### config.mk
export PLATFORM = sky130hd
export DESIGN_NAME = switch_allocator_rr
export DESIGN_NICKNAME = d
export VERILOG_FILES = /design/src/rtl/noc_switch_pkg.sv /design/src/rtl/rr_arbiter.sv /design/src/rtl/switch_allocator_rr.sv
export SDC_FILE = /design/constraint.sdc
export NUM_CORES = 1
export LEC_CHECK = 0
export CAP_MARGIN = 10
export CORE_MARGIN = 2
export CORE_UTILIZATION = 52
export CTS_CLUSTER_DIAMETER = 60
export DETAILED_ROUTE_END_ITERATION = 8
export GPL_TIMING_DRIVEN = 0
export PLACE_DENSITY = 0.87
export SYNTH_ARGS = -nofsm -noshare
export SYNTH_HDL_FRONTEND = slang
export SYNTH_SLANG_ARGS = --single-unit
### constraint.sdc
create_clock -name clk -period 2.5 [get_ports clk]
set_clock_uncertainty 0.2 [all_clocks]
set_input_delay 0.375 -clock clk [delete_from_list [all_inputs] [get_ports clk]]
set_output_delay 0.375 -clock clk [all_outputs]
set_load 0.005 [all_outputs]
### src/rtl/noc_switch_pkg.sv
// Shared types and constants for the NoC switch allocator: per-input path
// state encoding, default port counts and a small modular-increment helper.
package noc_switch_pkg;

  typedef enum logic [1:0] {
    ST_UNROUTED = 2'd0,
    ST_REQUEST  = 2'd1,
    ST_GRANTED  = 2'd2,
    ST_RESERVED = 2'd3
  } port_state_t;

  localparam int DEFAULT_INPUTS  = 5;
  localparam int DEFAULT_OUTPUTS = 5;
  localparam int STATE_WIDTH     = 2;

  function automatic int wrap_inc(input int value, input int modulus);
    return (value + 1 >= modulus) ? 0 : value + 1;
  endfunction

endpackage

### src/rtl/rr_arbiter.sv
// Per-output arbiter: one-hot grant over WIDTH requesters. With SWITCH_ALLOC_RR_EN
// defined it is round-robin with an internal pointer; otherwise lowest index wins.
module rr_arbiter
  import noc_switch_pkg::*;
#(
  parameter int WIDTH = DEFAULT_INPUTS
) (
  input  logic             clk,
  input  logic             rst,
  input  logic [WIDTH-1:0] req,
  output logic [WIDTH-1:0] grant
);

`ifdef SWITCH_ALLOC_RR_EN
  localparam int PTR_WIDTH = (WIDTH > 1) ? $clog2(WIDTH) : 1;

  logic [PTR_WIDTH-1:0] ptr;
  logic [PTR_WIDTH-1:0] ptr_next;

  // Two passes: first from the pointer upward, then wrap to the low indices.
  always_comb begin
    logic found;
    logic hit;
    found    = 1'b0;
    hit      = 1'b0;
    grant    = {WIDTH{1'b0}};
    ptr_next = ptr;
    for (int i = 0; i < WIDTH; i++) begin
      hit      = req[i] & ~found & (i >= int'(ptr));
      grant[i] = hit;
      found    = found | hit;
      ptr_next = hit ? PTR_WIDTH'(wrap_inc(i, WIDTH)) : ptr_next;
    end
    for (int i = 0; i < WIDTH; i++) begin
      hit      = req[i] & ~found;
      grant[i] = grant[i] | hit;
      found    = found | hit;
      ptr_next = hit ? PTR_WIDTH'(wrap_inc(i, WIDTH)) : ptr_next;
    end
  end

  // Pointer only moves on a grant; otherwise ptr_next equals ptr.
  always_ff @(posedge clk) begin
    if (rst) begin
      ptr <= {PTR_WIDTH{1'b0}};
    end else begin
      ptr <= ptr_next;
    end
  end
`else
  logic unused_clk_rst;
  assign unused_clk_rst = clk ^ rst;

  // Fixed priority: the lowest requesting index wins.
  always_comb begin
    logic found;
    found = 1'b0;
    grant = {WIDTH{1'b0}};
    for (int i = 0; i < WIDTH; i++) begin
      grant[i] = req[i] & ~found;
      found    = found | req[i];
    end
  end
`endif

endmodule

### src/rtl/switch_allocator_rr.sv
// NoC switch allocator: per-input path FSM plus one arbiter per output.
// Define SWITCH_ALLOC_RR_EN for round-robin arbitration (default: fixed priority).
module switch_allocator_rr
  import noc_switch_pkg::*;
#(
  parameter int INPUTS        = DEFAULT_INPUTS,
  parameter int OUTPUTS       = DEFAULT_OUTPUTS,
  parameter int REQUEST_WIDTH = $clog2(OUTPUTS),
  parameter int SELECT_WIDTH  = $clog2(INPUTS)
) (
  input  logic                              clk,
  input  logic                              rst,
  input  logic [INPUTS-1:0]                 routeReserveRequestValid,
  input  logic [INPUTS*REQUEST_WIDTH-1:0]   routeReserveRequest,
  input  logic [INPUTS-1:0]                 routeRelieve,
  output logic [INPUTS-1:0]                 routeReserveStatus,
  output logic [OUTPUTS*SELECT_WIDTH-1:0]   routeSelect,
  output logic [OUTPUTS-1:0]                outputBusy,
  output logic [INPUTS-1:0]                 PortReserved
);

  port_state_t             state      [INPUTS];
  port_state_t             state_next [INPUTS];
  logic [REQUEST_WIDTH-1:0] dest      [INPUTS];
  logic [REQUEST_WIDTH-1:0] dest_next [INPUTS];
  logic [SELECT_WIDTH-1:0] sel        [OUTPUTS];
  logic [SELECT_WIDTH-1:0] sel_next   [OUTPUTS];
  logic [INPUTS-1:0]       arb_req    [OUTPUTS];
  logic [INPUTS-1:0]       arb_grant  [OUTPUTS];
  logic [INPUTS-1:0]       granted;
  logic [OUTPUTS-1:0]      freed;
  logic [OUTPUTS-1:0]      busy_next;

  function automatic logic [SELECT_WIDTH-1:0] encode(input logic [INPUTS-1:0] onehot);
    logic [SELECT_WIDTH-1:0] idx;
    idx = {SELECT_WIDTH{1'b0}};
    for (int i = 0; i < INPUTS; i++) begin
      idx = idx | (onehot[i] ? SELECT_WIDTH'(i) : {SELECT_WIDTH{1'b0}});
    end
    return idx;
  endfunction

  // Busy outputs are masked here, so a freshly relieved output cannot be re-granted
  // until busy has actually cleared on the following edge.
  always_comb begin
    for (int o = 0; o < OUTPUTS; o++) begin
      freed[o] = 1'b0;
      for (int i = 0; i < INPUTS; i++) begin
        arb_req[o][i] = (state[i] == ST_REQUEST) && (dest[i] == REQUEST_WIDTH'(o))
                        && !outputBusy[o];
        freed[o] = freed[o] | ((state[i] == ST_RESERVED) && routeRelieve[i]
                               && (dest[i] == REQUEST_WIDTH'(o)));
      end
    end
  end

  for (genvar o = 0; o < OUTPUTS; o++) begin : g_arb
    rr_arbiter #(
      .WIDTH(INPUTS)
    ) u_arb (
      .clk  (clk),
      .rst  (rst),
      .req  (arb_req[o]),
      .grant(arb_grant[o])
    );
    assign routeSelect[o*SELECT_WIDTH +: SELECT_WIDTH] = sel[o];
  end

  // Each input is granted by at most one arbiter (the one for its latched output).
  always_comb begin
    granted = {INPUTS{1'b0}};
    for (int o = 0; o < OUTPUTS; o++) begin
      granted = granted | arb_grant[o];
    end
  end

  always_comb begin
    for (int o = 0; o < OUTPUTS; o++) begin
      busy_next[o] = (|arb_grant[o]) | (outputBusy[o] & ~freed[o]);
      sel_next[o]  = (|arb_grant[o]) ? encode(arb_grant[o]) : sel[o];
    end
  end

  // Per-input path FSM next state; out-of-range destinations are dropped silently.
  always_comb begin
    logic [REQUEST_WIDTH-1:0] field;
    field = {REQUEST_WIDTH{1'b0}};
    for (int i = 0; i < INPUTS; i++) begin
      field         = routeReserveRequest[i*REQUEST_WIDTH +: REQUEST_WIDTH];
      state_next[i] = state[i];
      dest_next[i]  = dest[i];
      case (state[i])
        ST_UNROUTED: begin
          if (routeReserveRequestValid[i] && (int'(field) < OUTPUTS)) begin
            state_next[i] = ST_REQUEST;
            dest_next[i]  = field;
          end else begin
            state_next[i] = ST_UNROUTED;
          end
        end
        ST_REQUEST:  state_next[i] = granted[i] ? ST_GRANTED : ST_REQUEST;
        ST_GRANTED:  state_next[i] = ST_RESERVED;
        ST_RESERVED: state_next[i] = routeRelieve[i] ? ST_UNROUTED : ST_RESERVED;
        default:     state_next[i] = ST_UNROUTED;
      endcase
    end
  end

  // State, ownership and registered status outputs.
  always_ff @(posedge clk) begin
    if (rst) begin
      for (int i = 0; i < INPUTS; i++) begin
        state[i] <= ST_UNROUTED;
        dest[i]  <= {REQUEST_WIDTH{1'b0}};
      end
      for (int o = 0; o < OUTPUTS; o++) begin
        sel[o] <= {SELECT_WIDTH{1'b0}};
      end
      outputBusy         <= {OUTPUTS{1'b0}};
      routeReserveStatus <= {INPUTS{1'b0}};
      PortReserved       <= {INPUTS{1'b0}};
    end else begin
      for (int i = 0; i < INPUTS; i++) begin
        state[i]              <= state_next[i];
        dest[i]               <= dest_next[i];
        routeReserveStatus[i] <= (state_next[i] == ST_GRANTED);
        PortReserved[i]       <= (state_next[i] == ST_RESERVED);
      end
      for (int o = 0; o < OUTPUTS; o++) begin
        sel[o] <= sel_next[o];
      end
      outputBusy <= busy_next;
    end
  end

endmodule
# After elaboration in Yosys (flattened, before gate mapping)
# Memories as Yosys holds them, arrays and structs flattened.
# Index checks and enable logic that the tools add are counted.
[word_totals]
wordCells = 358
out_inout_bits = 30
input_bits = 27
n_memories = 3
reg_bits = 15
ram_bits = 40
[memory_table]
columns = ["name", "depth", "width", "read_ports", "rd_ports_with_merged_regs", "write_ports", "line", "rtl"]
rows = [
  ["dest", 5, 3, 5, 0, 5, "switch_allocator_rr.sv:24", "logic [REQUEST_WIDTH-1:0] dest [INPUTS];"],
  ["sel", 5, 3, 5, 0, 5, "switch_allocator_rr.sv:26", "logic [SELECT_WIDTH-1:0] sel [OUTPUTS];"],
  ["state", 5, 2, 5, 0, 5, "switch_allocator_rr.sv:22", "port_state_t state [INPUTS];"],
]
[classes]
order_cmp = 5
reduce_logical = 105
n_bitwise = 124
eq_ne = 45
mux = 73
[op_table]
columns = ["op", "n"]
rows = [
  ["3-bit two-way mux", 30],
  ["1-bit logical AND", 85],
  ["1-bit OR", 55],
  ["2-bit two-way mux", 25],
  ["2-bit equality test, second input constant", 20],
  ["2-bit case mux with 4 select lines", 5],
  ["3-bit by 2-bit equality test with 1-bit output, second input constant", 10],
  ["1-bit AND", 25],
  ["1-bit inverter", 25],
  ["5-bit OR reduction", 5],
  ["5-bit OR", 4],
  ["3-bit by 1-bit equality test with 1-bit output, second input constant", 5],
  ["3-bit equality test, second input constant", 5],
  ["3-bit logical NOT", 5],
  ["3-bit less-than comparator, second input constant", 5],
  ["2-bit by 3-bit OR with 3-bit output", 5],
  ["1-bit two-way mux", 13],
  ["2-bit by 1-bit equality test with 1-bit output, second input constant", 5],
  ["2-bit logical NOT", 5],
  ["1-bit by 2-bit OR with 2-bit output", 5],
  ["2-bit OR", 5],
  ["1-bit logical NOT", 5],
]

# Logic depth before layout (Yosys ltp)
# Gate-level depths: netlist (run 1).
# An unclocked memory read counts as a cell.
[logic_depth]
ltp_word = 16
ltp_mapped = 6
depth_no_buf = 5

# Modules after synthesis
# Synthesis (run 1) repeated with hierarchy kept, for this count alone.
[unflattened]
hier_cells = 346
area_unflattened_um2 = 2841.5
[by_module_without_submodules]
columns = ["mod", "n_inst", "seq_area_each_um2", "area_per_inst_um2", "cells_per_inst"]
rows = [
  ["switch_allocator_rr", 1, 1101.1, 2566.2, 316],
  ["rr_arbiter", 5, 0.0, 55.1, 6],
]

# Worst setup path before layout (run 1)
# No wires, ideal clock.
[synth_timing]
path_kind = "register to register"
start = "memory dest[0][14] (netlist bit)"
end = "memory state[0][8] (netlist bit)"
setup_ns = 0.116
slack_ns = 0.344
period_less_slack_ns = 2.156
path_buffers = 1
t_arrival_ns = 1.840
stages_incl_launch_ff = 7
cell_sequence = "dfxtp_1 > or3b_1 > buf_2 > or4_4 > nor4_4 > a211oi_2 > a31o_1"
[synth_lines]
columns = ["item", "line"]
rows = [
  ["from (decl)", "switch_allocator_rr.sv:24"],
  ["to (decl)", "switch_allocator_rr.sv:22"],
]

==> summary.md, run 1 <==
| Metric | Value |
|---|---|
| Highest Clock Rate | 0.415 GHz |
| Status | finished clean |
| Pin count of the biggest net entering global routing | 17 |
| Post-synthesis instance area | 2940 µm² |
| # rows | 27 |
| Slew @ Worst Pin | 734 ps |
| Synth Warn # | 0 |
| Commonest non-fill, non-tap cells in the layout | 56 x clkdlybuf4s50_1, 55 x dfxtp_1, 45 x nand2_1 |
| Clk pin slew, worst setup/hold paths | 100 ps |
| LEAKAGE | 1.23 nW |
| Post-CTS setup buffers | 0 |
| CTS sink cnt | 55 |
| Diode count | 0 |
| Mapped Cells | 367 |
| EDFF count, synth | 0 |
| Placed inst area | 3590 µm² |
| Reg2reg start | state[0][4] |
| Initial Utilization | 53.7% |
| Die footprint | 6270 µm² |
| Startpoint types | flip-flop |
| WP data required | 2510 ps |
| Final setup fails | 0 |
| Routed WL | 8210 µm |
| Cell Chain, Critical Path | or3b_1, clkbuf_1, or3_1, o22ai_1, nor4_1, o21ba_2 |
| Critical path arrival | 2420 ps |
| Power per Cell Area | 779 nW/µm² |
| Hold slack | 284 ps |
| Commonest non-fill, non-tap cell in the layout | clkdlybuf4s50_1 |
| Post-route cell area | 3740 µm² |
| Worst Hold Class | flip-flop to flip-flop |
| Htree depth | 2 |
| First-pass GRT wire length | 13400 µm |
| Die H | 79.2 µm |
| Min Tclk post-route | 2410 ps |
| Share of layout cells above drive strength 1 | 7.21% |
| Largest delay share family, worst path | simple AND/OR/NAND/NOR gates |
| Dpl hpwl | 6380 µm |
| Max FO, Critical Path | 7 |
| Total GRT Usage | 27.2% |
| Primary FF master, synth | dfxtp_1 |
| Port bufs | 56 |
| Drt wl/cell | 16.4 µm |
| WHS Path Cells | 2 |
| Pre-antenna DRT Iters | 4 |
| RD Place Congestion | 0.925 |
| Crit path largest cell delay | 460 ps |
| Layout Nets | 456 |
| RSZ-0062 raised after global routing | no |
| Number of synthesized register bits | 55 |
| DRT antenna net count | 0 |
| Initial antenna violation count | 0 |
| Vias in the first global route | 2860 |
| Cell variety after synth | 56 |
| I/O pins | 57 |
| CP bufs+invs | 1 |
| CTS tree | done |
| Fin. Hold Viols | 0 |
| Clk_lat worst skew | 310 ps |
| Die X | 79.2 µm |
| Hold EP | sel[0][13] |
| Max Buffers Root-to-Sink | 2 |
| Final total power | 2.91 mW |
| Syn Area/Cell | 8.02 µm² |
| Register-to-Register Path Depth | 6 |
| Area delta synth->final | 27.1% |
| Max rail drop VDD | 0.383 mV |
| Max Cap Viol | 0 |
| Setup TNS | 0 ps |
| Core Region | 5470 µm² |
| Worst hold start | sel[0][13] |
| Grt total ovfl | 0 |
| Post-synthesis sequential area ratio | 37.4% |
| Max Slew Vio Count | 0 |
| Clock root buffer | clkbuf_8 |
| Syn_nets | 394 |
| Slew headroom | 50.7% |
| CP Capture Type | flip-flop |
| CP max-delay cell | dfxtp_1 |
| WS Path Type | flip-flop to flip-flop |
| RR Endpoint | state[0][4] |
| Via count | 3067 |
| Vias/cell | 6.11 |
| Tcrit/Tclk final | 96.3% |
| CTS Buf Count | 5 |
| 1st-iter DRT viols | 255 |
| Post-synth ARST share | 0% |
| Residual DRC | 0 |
| Setup slack, reg-to-reg | 90 ps |
report_power, final:
part,switching [mW],internal (mW),total (mW)
Combinational,0.526,0.512,1.04
Clock,0.289,0.325,0.614
Sequential,0.221,1.04,1.26
tightest hold or removal path: stages, from the launching register on:
cell and delay, ps:
dfxtp_1 330, nand2_1 60, a211oi_1 60
synthesized netlist by cell type, types with 10 or more instances:
master / number / area share [%]
clkbuf_1: 10 / 1.3
nand2_1: 45 / 5.7
nand2b_1: 10 / 2.1
or3_1: 16 / 3.4
dfxtp_1: 55 / 37
nor3_1: 27 / 4.6
a31oi_1: 11 / 2.3
a21oi_1: 19 / 3.2
nand3_1: 14 / 2.4
nor2_1: 27 / 3.4
o21ai_0: 19 / 3.2
nor3b_1: 13 / 3.3
final cells by class:
| cell class | count | area, µm² |
|---|---|---|
| tap | 72 | 90.1 |
| sequential | 55 | 1100 |
| multi-input combinational | 293 | 1800 |
| timing repair buffer | 56 | 561 |
| fill | 502 | 1730 |
| clock buffer | 6 | 82.6 |
| buffer | 11 | 42.5 |
| clock inverter | 2 | 35.0 |
| inverter | 7 | 26.3 |
sequential cells by signal, summed over array words and instances (netlist names):
| signal | flops |
|---|---|
| dest | 15 |
| sel | 15 |
| state | 10 |
| PortReserved | 5 |
| outputBusy | 5 |
| routeReserveStatus | 5 |
metrics by stage:
stage	std cells	util [%]	setup slack, ps
finish	502	68.3	91.8
global route	502	68.3	1.61
CTS	503	67.8	83.5
detailed placement	495	65.6	107
global placement	495	65.6	131
floorplan	367	-	344
metal layers:
layer / wire length (µm) / up-vias / track usage, %
met2: 3860 / 128 / 44.7
met1: 3520 / 1416 / 33.8
met3: 565 / 22 / 6.48
met4: 257 / 0 / 12.1
met5: 0 / - / 0
li1: - / 1501 / -
worst max-delay path by stage:
stage / start / endpoint / slack, ps / cells after the start
4_1_cts: dest[0][10] / routeReserveStatus[3] / 80 / 6
6_report: state[0][4] / state[0][4] / 90 / 6
5_1_grt: dest[0][11] / routeReserveStatus[3] / 2 / 5
2_1_floorplan: dest[0][14] / state[0][8] / 340 / 6
3_5_place_dp: state[0][0] / state[0][5] / 110 / 6
3_3_place_gp: dest[0][13] / state[0][8] / 130 / 6
repair_timing:
item | in CTS | in global routing
setup endpoints to repair | 0 | 9
hold buffers | 0 | 0
resized for setup | 0 | 5
kinds of logic after synthesis:
kind of cell	Yosys count	synth area share, %
and+or+nand+nor	208	41.0
AOI/OAI and AO/OA	82	18.0
DFF	55	37.4
buffers and inverters	19	2.47
muxes	3	1.02
Note: power is estimated with default switching activity, not from simulation.
==> run 2, diff against run 1 <==
SETUP_SLACK_MARGIN = 0.15   (was not set)
==> run 2 against run 1 <==
  * Die area is the same
  * Worst setup slack better by 140 ps
  * Cell count increased by 0.60%
  * Non-clock buffer count rose by 3
  * Clock power hardly changed
  * Critical path type unchanged
  * Critical endpoint is now state[0][7]
  * Largest cell class unchanged
  * Largest power group unchanged
  * Highest routed layer unchanged
==> summary.md, run 2 (same netlist as run 1, synthesis figures left out) <==
| Metric | Value |
|---|---|
| Htree depth | 2 (unchanged) |
| Die X | 79.2 µm (unchanged) |
| Reg2reg start | dest[0][7] |
| Residual DRC | 0 (unchanged) |
| First-pass GRT wire length | 13400 µm (+0.36%) |
| Worst Hold Class | flip-flop to flip-flop |
| Final setup fails | 0 (unchanged) |
| Fin. Hold Viols | 0 (unchanged) |
| CTS tree | done |
| Power per Cell Area | 774 nW/µm² (-0.60%) |
| Tcrit/Tclk final | 90.9% (-5.5 points) |
| Die footprint | 6270 µm² (unchanged) |
| Grt total ovfl | 0 (unchanged) |
| CP max-delay cell | or3_1 |
| Max Buffers Root-to-Sink | 2 (unchanged) |
| RSZ-0062 raised after global routing | yes |
| CTS sink cnt | 55 (unchanged) |
| Max Cap Viol | 0 (unchanged) |
| WS Path Type | flip-flop to flip-flop |
| Filler cells | 480 (-4.4%) |
| Port bufs | 56 (unchanged) |
| CP Capture Type | flip-flop |
| 1st-iter DRT viols | 345 (+35%) |
| Highest Clock Rate | 0.440 GHz (+6.0%) |
| Via count | 3063 (-0.13%) |
| Commonest non-fill, non-tap cells in the layout | 56 x clkdlybuf4s50_1, 50 x dfxtp_1, 45 x nand2_1 |
| WP data required | 2480 ps (-30 ps) |
| Setup TNS | 0 ps (unchanged) |
| Startpoint types | flip-flop |
| Dpl hpwl | 6380 µm (unchanged) |
| Initial Utilization | 53.7% (unchanged) |
| Layout Nets | 459 (+0.66%) |
| Min Tclk post-route | 2270 ps (-137 ps) |
| DRT antenna net count | 0 (unchanged) |
| Biggest regs | dest x15, sel x15, state x10 |
| Register area | 1110 µm² (+0.57%) |
| CP Launch Point | dest[0][7] |
| Area delta synth->final | 32.1% |
| Drt wl/cell | 16.6 µm (+1.5%) |
| Clk pin slew, worst setup/hold paths | 100 ps (about the same) |
| Cell Chain, Critical Path | or3b_1, clkbuf_1, or3_1, nand3b_1, and4bb_1, a21oi_1 |
| Pin count of the biggest net entering global routing | 17 (unchanged) |
| Commonest non-fill, non-tap cell in the layout | clkdlybuf4s50_1 |
| Clk_lat worst skew | 310 ps (about the same) |
| # rows | 27 (unchanged) |
| Initial antenna violation count | 0 (unchanged) |
| Max FO, Critical Path | 7 (unchanged) |
| LEAKAGE | 1.27 nW (+3.1%) |
| Slew headroom | 60.3% (+9.6 points) |
| Diode count | 0 (unchanged) |
| Max Slew Vio Count | 0 (unchanged) |
| Routed WL | 8390 µm (+2.1%) |
| Pre-antenna DRT Iters | 5 (+1) |
| Hold slack | 280 ps (-4.14 ps) |
| I/O pins | 57 (unchanged) |
| Max rail drop VDD | 0.386 mV (+0.77%) |
| Clock root buffer | clkbuf_8 |
| CTS Buf Count | 5 (unchanged) |
| Die H | 79.2 µm (unchanged) |
| Crit path largest cell delay | 430 ps (-30 ps) |
| Core Region | 5470 µm² (unchanged) |
| RD Place Congestion | 0.925 (unchanged) |
| Vias/cell | 6.07 (-0.72%) |
| Status | finished clean |
| Total GRT Usage | 27.3% (+0.12 points) |
| Slew @ Worst Pin | 590 ps (-144 ps) |
| Share of layout cells above drive strength 1 | 11.8% (+4.6 points) |
| Critical path arrival | 2250 ps (-170 ps) |
| Vias in the first global route | 2886 (+0.91%) |
| Worst hold start | sel[0][13] |
| Multi-input gate area | 1920 µm² (+6.5%) |
-- run 2: cell types whose count changed in the layout (fill, tap and decap cells not counted), moves of 3 or more --
cell      before  now
dfxtp_1       55   50
nor3_2         2    6
clkbuf_2       0    3
dfxtp_2        0    5
o22ai_4        0    3
nor3_1        26   20
-- run 2: worst max-delay path: cells and delay by family, from the launching register on --
kind	cells	cell delay (ps)
simple gates	4	1260
buf+inv	1	210
flops	1	390
compound gates	1	80
-- run 2: area by class of cell --
cell class,count,share of cell area (%)
inverters,7,0.676
clock buffers,6,2.12
plain buffers,12,1.29
well taps,72,2.32
repair buffers,58,14.8
flip-flops and latches,55,28.5
clock inverters,2,0.901
multi-input cells,293,49.4
-- run 2: timing repair --
| item | CTS | global route |
|---|---|---|
| gates cloned | 0 | 0 |
| setup buffers | 0 | 2 |
| resized for setup | 6 | 26 |
| hold buffers | 0 | 0 |
| pin swaps | 0 | 5 |
| endpoints found under the setup margin | 8 | 10 |
-- run 2: per-layer routing --
layer	up-vias	share of wire, %	wire (µm)	track usage (%)
met5	-	0	0	0
met4	0	2.3	191	11.9
met3	18	6.5	548	6.48
met2	112	48	4050	45.2
met1	1421	43	3590	33.8
li1	1512	-	-	-
-- run 2: per-stage QoR --
step | util (%) | setup slack, ps | area (µm²) | power [mW] | instances
after floorplan | - | 344 | 2940 | 1.88 | 367
after global placement | 65.6 | 131 | 3590 | 2.25 | 495
after detailed placement | 65.6 | 107 | 3590 | 2.29 | 495
after CTS | 68.4 | 168 | 3740 | 2.90 | 503
after global routing | 71.0 | 139 | 3890 | 3.19 | 505
final | 71.0 | 229 | 3890 | 3.01 | 505
-- run 2: worst paths after layout --
kind | to | depth (start not counted) | slack, ps
min | sel[0][13] | 2 | 280
max reg2reg | state[0][7] | 6 | 230
max | state[0][7] | 6 | 230
min reg2reg | sel[0][13] | 2 | 280
-- run 2: where the power goes --
part           internal, mW  switching, mW  leakage [nW]
Clock                 0.324          0.287        0.0612
Combinational         0.543          0.580         0.760
Sequential             1.05          0.228         0.450
Total                  1.91           1.10          1.27
==> run 3, diff against run 2 <==
CORE_ASPECT_RATIO = 0.7   (was not set)
CTS_CLUSTER_SIZE = 28   (was not set)
==> run 3 against run 2 <==
  * Register-to-register slack about the same
  * Worst setup slack got worse by 9.4 ps
  * Cell count decreased by 0.59%
==> summary.md, run 3 (same netlist as run 1, synthesis figures left out) <==
| Metric | Value |
|---|---|
| Min Tclk post-route | 2280 ps (+9.38 ps) |
| CP max-delay cell | dfxtp_1 |
| Max rail drop VDD | 0.463 mV (+20%) |
| Routed WL | 8810 µm (+5.1%) |
| Vias/cell | 6.45 (+6.4%) |
| Die footprint | 6280 µm² (+0.15%) |
| Pre-antenna DRT Iters | 5 (unchanged) |
| Fin. Hold Viols | 0 (unchanged) |
| WS Path Type | flip-flop to flip-flop |
| CTS tree | done |
| CTS Buf Count | 5 (unchanged) |
| Filler cells | 426 (-11%) |
| CP Capture Type | flip-flop |
| Setup slack, reg-to-reg | 220 ps (about the same) |
| Sw Ratio | 38.2% (+1.8 points) |
| Initial Utilization | 55.1% (+1.3 points) |
| Clk pin slew, worst setup/hold paths | 100 ps (about the same) |
| Commonest non-fill, non-tap cells in the layout | 56 x clkdlybuf4s50_1, 49 x dfxtp_1, 45 x nand2_1 |
| Grt total ovfl | 0 (unchanged) |
| Cell-internal power | 1.81 mW (-5.6%) |
| LEAKAGE | 1.25 nW (-1.4%) |
| Area delta synth->final | 30.2% |
| Initial antenna violation count | 0 (unchanged) |
| Core Region | 5340 µm² (-2.4%) |
| Multi-input gate area | 1910 µm² (-0.65%) |
| Drt wl/cell | 17.5 µm (+5.7%) |
| Post-CTS setup buffers | 0 (unchanged) |
| Largest delay share family, worst path | compound AO/OA/AOI/OAI gates |
| Power per Cell Area | 763 nW/µm² (-1.5%) |
| Register area | 1110 µm² (+0.11%) |
| CP bufs+invs | 1 (unchanged) |
| Diode count | 0 (unchanged) |
| Dpl hpwl | 6480 µm (+1.6%) |
| Share of layout cells above drive strength 1 | 12.6% (+0.78 points) |
| Logic pwr share | 39.0% (+1.7 points) |
| Die X | 93.9 µm (+19%) |
| Startpoint types | flip-flop |
| Finished Core Util | 71.7% (+0.73 points) |
| Total GRT Usage | 28.5% (+1.2 points) |
| Tcrit/Tclk final | 91.2% (+0.38 points) |
| Critical path arrival | 2260 ps (about the same) |
| WP data required | 2480 ps (about the same) |
| Reg2reg start | state[0][0] |
| Crit path largest cell delay | 460 ps (+30 ps) |
| 1st-iter DRT viols | 335 (-2.9%) |
| Pin count of the biggest net entering global routing | 16 (-1) |
| Status | finished clean |
| First-pass GRT wire length | 13900 µm (+3.1%) |
| Slew @ Worst Pin | 660 ps (+70.0 ps) |
| Crit path to | state[0][9] |
| WP depth | 6 (unchanged) |
| Cell Chain, Critical Path | or3b_1, clkbuf_2, o22ai_4, nor4_4, a211oi_2, a31oi_1 |
| RR Endpoint | state[0][9] |
| # rows | 22 (-19%) |
| Clk_lat worst skew | 310 ps (about the same) |
| Via count | 3239 (+5.7%) |
| Slew headroom | 56.0% (-4.3 points) |
| Die H | 66.9 µm (-16%) |
| Max Buffers Root-to-Sink | 2 (unchanged) |
| Vias in the first global route | 2887 (+0.035%) |
| Sw power | 1.12 mW (+1.8%) |
| Register-to-Register Path Depth | 6 (unchanged) |
| Max Slew Vio Count | 0 (unchanged) |
| Layout Nets | 457 (-0.44%) |
| Final setup fails | 0 (unchanged) |
| Max Cap Viol | 0 (unchanged) |
| Setup TNS | 0 ps (unchanged) |
| Max FO, Critical Path | 8 (+1) |
| RD Place Congestion | 0.955 (+3.2%) |
| Worst Hold Class | flip-flop to flip-flop |
| RSZ-0062 raised after global routing | no |
| Flop pwr share | 43.7% (+1.3 points) |
| I/O pins | 57 (unchanged) |
| Htree depth | 2 (unchanged) |
| Highest Clock Rate | 0.438 GHz (-0.41%) |
| Port bufs | 56 (unchanged) |
| CTS sink cnt | 55 (unchanged) |
| Biggest regs | dest x15, sel x15, state x10 |
| Clk pwr share | 17.3% (-3.0 points) |
| Commonest non-fill, non-tap cell in the layout | clkdlybuf4s50_1 |
| Clock root buffer | clkbuf_8 |
| CP Launch Point | state[0][0] |
| DRT antenna net count | 0 (unchanged) |
| Residual DRC | 0 (unchanged) |
[run 3: layout make-up]
type	instances	area share (%)
plain buffers	12	1.34
clock buffers	6	2.16
clock inverters	1	0.131
inverters	7	0.686
multi-input cells	293	49.8
flip-flops and latches	55	28.9
well taps	72	2.35
repair buffers	56	14.6
[run 3: worst reg2reg max path, cell delays in order, from the launching register on]
cell and delay, ps:
dfxtp_1 460, or3b_1 360, clkbuf_2 220, o22ai_4 310
nor4_4 90, a211oi_2 370, a31oi_1 130
[run 3: through the flow]
step | setup WS (ps) | instance area (µm²) | hold slack (ps) | std cells | total power [mW]
finish | 219 | 3830 | 282 | 502 | 2.92
global route | 133 | 3830 | 299 | 502 | 3.09
CTS | 150 | 3710 | 287 | 502 | 2.79
detailed placement | 98.3 | 3590 | 270 | 495 | 2.29
global placement | 48.3 | 3590 | 262 | 495 | 2.26
floorplan | 344 | 2940 | 261 | 367 | 1.88
[run 3: worst min-delay path by stage]
stage	start	endpoint	slack (ps)	depth (start not counted)
floorplan	sel[0][13]	sel[0][13]	260	2
global placement	sel[0][13]	sel[0][13]	260	2
detailed placement	sel[0][10]	sel[0][10]	270	2
CTS	sel[0][10]	sel[0][10]	290	2
global route	sel[0][9]	sel[0][9]	300	2
finish	sel[0][10]	sel[0][10]	280	2
[run 3: power groups by stage]
stage,registers [mW],clock network (mW),logic [mW]
2_1_floorplan,1.21,0,0.671
3_3_place_gp,1.25,0,1.01
3_5_place_dp,1.27,0,1.03
4_1_cts,1.25,0.502,1.04
5_1_grt,1.30,0.545,1.24
6_report,1.28,0.504,1.14
[run 3: layer usage]
layer  track usage, %  vias up  routed length [µm]
met4             7.79        0                  95
met5                0        -                   0
met1             39.8     1543                3980
met2             43.7      177                3850
met3             7.13       10                 885
li1                 -     1509                   -
[run 3: timing repair]
item / 4_1_cts / 5_1_grt
endpoints found under the setup margin: 9 / 11
hold endpoints to repair: 0 / 0
hold buffers: 0 / 0
gates resized for setup: 5 / 32
pin swaps: 0 / 2
